[src/rtl/pixel_substitutor.sv]
// Pixel-stream substitution cipher: c = SBOX[p ^ k] ^ c_prev, chained per frame from IV.
// The S-box is loaded by the upstream generator while in LOAD; frames then run back to back.
module pixel_substitutor #(
  parameter int         NUM_PIXELS = 65536,
  parameter logic [7:0] IV         = 8'h5A
) (
  input  logic       clk,
  input  logic       rst,
  input  logic       sbox_we,
  input  logic [7:0] sbox_addr,
  input  logic [7:0] sbox_wdata,
  input  logic       done_sbox,
  input  logic       pix_in_valid,
  input  logic [7:0] pix_in,
  input  logic [7:0] key_byte,
  output logic       pix_in_ready,
  output logic       pix_out_valid,
  output logic [7:0] pix_out,
  output logic       pix_last,
  input  logic       pix_out_ready,
  output logic       frame_done,
  output logic       busy
);

  localparam int CNT_W = $clog2(NUM_PIXELS) + 1;

  typedef enum logic [1:0] {
    S_LOAD,
    S_RUN,
    S_DONE
  } state_t;

  state_t           r_state;
  state_t           w_state_nxt;

  logic [7:0]       r_table [256];
  logic [CNT_W-1:0] r_count;
  logic [7:0]       r_c_prev;
  logic [7:0]       r_pix_out_p1;
  logic             r_vld_p1;
  logic             r_last_p1;

  logic [7:0]       w_index;
  logic [7:0]       w_cipher;
  logic             w_accept;
  logic             w_out_hs;
  logic             w_frame_full;
  logic             w_is_last_in;

  // Stage p0: combinational table lookup on the keyed pixel, then chaining XOR
  assign w_index      = pix_in ^ key_byte;
  assign w_cipher     = r_table[w_index] ^ r_c_prev;
  assign w_frame_full = (r_count == CNT_W'(NUM_PIXELS));
  assign w_is_last_in = (r_count == CNT_W'(NUM_PIXELS - 1));
  assign w_accept     = pix_in_valid & pix_in_ready;
  assign w_out_hs     = r_vld_p1 & pix_out_ready;

  always_comb begin
    w_state_nxt  = r_state;
    pix_in_ready = 1'b0;
    frame_done   = 1'b0;
    busy         = 1'b0;
    case (r_state)
      S_LOAD: begin
        if (done_sbox) w_state_nxt = S_RUN;
      end
      S_RUN: begin
        // Once the final pixel of a frame is held, intake stops until it drains
        pix_in_ready = !w_frame_full && (!r_vld_p1 || pix_out_ready);
        busy         = (r_count != '0) || r_vld_p1;
        if (w_out_hs && r_last_p1) w_state_nxt = S_DONE;
      end
      S_DONE: begin
        frame_done  = 1'b1;
        w_state_nxt = S_RUN;
      end
      default: w_state_nxt = S_LOAD;
    endcase
  end

  always_ff @(posedge clk or negedge rst) begin
    if (!rst) r_state <= S_LOAD;
    else      r_state <= w_state_nxt;
  end

  // Table RAM has no reset; it is always reloaded after reset
  always_ff @(posedge clk) begin
    if (r_state == S_LOAD && sbox_we) r_table[sbox_addr] <= sbox_wdata;
  end

  // Stage p1: 1-deep output register, reloadable in the same cycle it drains
  always_ff @(posedge clk or negedge rst) begin
    if (!rst) begin
      r_count      <= '0;
      r_c_prev     <= IV;
      r_pix_out_p1 <= 8'h00;
      r_vld_p1     <= 1'b0;
      r_last_p1    <= 1'b0;
    end else if (r_state == S_DONE) begin
      r_count  <= '0;
      r_c_prev <= IV;
    end else if (w_accept) begin
      r_pix_out_p1 <= w_cipher;
      r_c_prev     <= w_cipher;
      r_vld_p1     <= 1'b1;
      r_last_p1    <= w_is_last_in;
      r_count      <= r_count + CNT_W'(1);
    end else if (w_out_hs) begin
      r_vld_p1  <= 1'b0;
      r_last_p1 <= 1'b0;
    end
  end

  assign pix_out_valid = r_vld_p1;
  assign pix_out       = r_pix_out_p1;
  assign pix_last      = r_last_p1;

endmodule

[config.mk]
export PLATFORM = sky130hd
export DESIGN_NAME = pixel_substitutor
export DESIGN_NICKNAME = d
export VERILOG_FILES = /design/src/rtl/pixel_substitutor.sv
export SDC_FILE = /design/constraint.sdc
export NUM_CORES = 2
export LEC_CHECK = 0
export ABC_AREA = 1
export CORE_UTILIZATION = 40
export DETAILED_ROUTE_END_ITERATION = 16
export HOLD_SLACK_MARGIN = 0.02
export PLACE_DENSITY_LB_ADDON = 0.05
export SETUP_SLACK_MARGIN = 0.02
export SKIP_LAST_GASP = 1
export SLEW_MARGIN = 10
export SYNTH_ARGS = -nofsm -noshare
export SYNTH_HDL_FRONTEND = slang
export SYNTH_SLANG_ARGS = --single-unit
[constraint.sdc]
create_clock -name clk -period 4.9 [get_ports clk]
set_clock_uncertainty 0.2 [all_clocks]
set_input_delay 0.49 -clock clk [delete_from_list [all_inputs] [get_ports clk]]
set_output_delay 0.49 -clock clk [all_outputs]
set_load 0.01 [all_outputs]
==> impl_metrics.csv <==
group,metric,value,unit
route,vias_per_cell,5.14,
route,num_vias,59930,
route,wl_per_cell,23.4,um
synth,ys_ff_latch,2085,
final_layout,num-fill-cells,20507,
synth,ys_seq_area_share,70.3,%
global_routing,grt_max_degree,173,
final_layout,design_area,102000,um^2
sta,period_minus_slack,3830,ps
clocking,htree_levels,4,
clocking,clk_latency,850,ps
critical_path,cp-end-kind,"flip-flop",
global_routing,grt_usage,24.3,%
synth,ys_warn_count,0,
final_layout,layout_common_cells,"nand2_1, edfxtp_1, nand3_1, inv_1, buf_4",
critical_path,path_max_fanout,65,
pwr,power_density,397,nW/um^2
job,maxCapViolations,0,
floorplanning,core_area,220000,um^2
synth,yosysTopAreaCell,"edfxtp_1",
route,firstDrtPassIters,6,
clocking,cts_made_buffers,228,
floorplanning,fp.dieW,473,um
route,wl,273000,um
global_routing,grt_overflow,0,
sta,tightest_slew,1170,ps
clocking,root_buffer,"clkbuf_16",
synth,ys.flop_type,"edfxtp_1",
placed_design,dpl_cell_area,95300,um^2
pwr,p_leak,0.0399,uW
clocking,cts_tree,"built",
final_layout,fin_nets,8551,
final_layout,area_growth,15.3,%
synth,yosysUniqueCellTypes,28,
final_layout,layout_commonest_cell,"nand2_1",
min_path,hp-class,"in -> reg",
sta,fin_setup_tns,0,ps
synth,async_flop_share,1.77,%
critical_path,required,5490,ps
global_routing,antenna_found_initial,13,
min_path,worstHoldStart,"pix_out_ready",
pwr,ir_drop,390,uV
final_layout,drive_gt1_share,9.64,%
final_layout,final_util,46.5,%
placed_design,dp_hpwl,162000,um
route,drtIter0Drc,5355,
placed_design,place.gp.congestion,0.832,
critical_path,cp.arrival,4420,ps
placed_design,portBuffers,50,
critical_path,timing.rr.start,"r_count[0]",
clocking,cts.sinks,2085,
clocking,path_clk_slew,60,ps
critical_path,path_class,"in -> reg",
pwr,design_power_total,40600,uW
sta,whs,98.8,ps
synth,avgSynthCellArea,10.7,um^2
critical_path,critPathLaunchType,"input port",
synth,netlist_instances,8262,
route,drc,0,
floorplanning,dieArea,224000,um^2
floorplanning,start_util,40.3,%
floorplanning,die_y,473,um
sta,final_hold_viol_count,0,
synth,ys_top_cells_by_area,"edfxtp_1, nand3_1, nand2_1, inv_1, nor2_1",
sta,relSlewSlack,22.2,%
synth,yosys.area.top_type_share,69.3,%
global_routing,grt_pass1_wl,402000,um
global_routing,grt_pass1_vias,58157,
synth,syn-cell-area,88800,um^2
critical_path,ff2ff_setup_slack,1580,ps
sta,fin_crit_sh,78.2,%
sta,setup_violations,0,
outcome,outcome,"completed",
sta,drv_slew,0,
critical_path,critPathLaunch,"key_byte[3]",
sta,max_freq,261,MHz
synth,synth_enable_flop_cells,2048,
floorplanning,io_pins,51,
clocking,postCtsSetupRepairBufs,0,
clocking,cts_buffer_depth,3,
floorplanning,rows,172,
clocking,ctsHoldBuffers,9,
clocking,cts_resized,0,
synth,synth_nets,8303,
route,antenna_left,0,
sta,rsz0062_at_grt,"no",
## per-stage QoR
step                worst slack [ps]  std cells
finish                          1070      11653
floorplan                       2140       8262
detailed placement               246      11229
global route                     988      11649
global placement                 170      11229
CTS                             1160      11648
## final timing paths
path                          endpoint  cells after the start
setup reg to reg           r_c_prev[3]                     15
max in group asynchronous   pix_out[1]                      2
hold / removal              r_state[1]                      3
setup / recovery            pix_out[4]                     14
min in group asynchronous  r_count[16]                      2
hold reg to reg            r_count[15]                      2
## cell usage after synthesis, types with 7 or more instances
| library cell | number |
|---|---|
| nand2_1 | 2233 |
| edfxtp_1 | 2048 |
| nand3_1 | 1906 |
| inv_1 | 1070 |
| nor2_1 | 298 |
| clkbuf_1 | 260 |
| buf_2 | 155 |
| o211ai_1 | 78 |
| buf_1 | 65 |
| or2_2 | 53 |
| dfrtp_1 | 33 |
| a21oi_1 | 13 |
| o21ai_0 | 12 |
| nor3_1 | 7 |
| xnor2_1 | 7 |
## critical path: stages
cell	delay, ps
clkdlybuf4s50_1	440
xnor2_2	210
inv_4	760
buf_4	920
nand3_1	210
nand3_1	260
nand3_1	270
nand3_1	310
nand3_1	140
nand2_1	90
nand2_1	70
nand2_1	60
nand2_1	60
nand2_1	60
## power by group
part | leakage, uW | switching (uW) | internal (uW)
logic | 0.0176 | 3210 | 1200
registers | 0.0189 | 111 | 19700
clock network | 0.00341 | 7100 | 9320
## registers in the layout (all words and copies together), names as in the netlist
register       count
pix_last           1
r_c_prev           8
r_state            2
r_table         2048
pix_out_valid      1
r_count           17
pix_out            8
## logic make-up (layout without fill, tap and decap cells)
group | count (synthesis) | in the layout | synth area share [%]
AO/OA/AOI/OAI | 107 | 107 | 0.833
flip-flops | 2085 | 2085 | 70.3
adder cells (fa/ha/maj) | 3 | 3 | 0.0423
other | 0 | 5 | 0
buffers and inverters | 1553 | 1981 | 6.79
AND/OR/NAND/NOR | 4505 | 4505 | 21.9
XOR/XNOR | 9 | 9 | 0.0888
## routing by layer
layer | routed length [um] | vias to the layer above | GRT usage (%)
li1 | - | 28231 | -
met1 | 125000 | 29754 | 35.0
met2 | 127000 | 1624 | 39.0
met3 | 14800 | 321 | 3.07
met4 | 6120 | 0 | 5.89
met5 | 0 | - | 0
## layout make-up
type,instances,area (um^2),area share [%]
well taps,2958,3700,3.62
repair buffers,498,4750,4.64
inverters,1073,4040,3.94
clock inverters,117,987,0.964
diodes,5,12.5,0.0122
clock buffers,293,6010,5.87
multi-input cells,4624,20400,20.0
flip-flops and latches,2085,62400,61.0
Note: power is estimated with default switching activity, not from simulation.
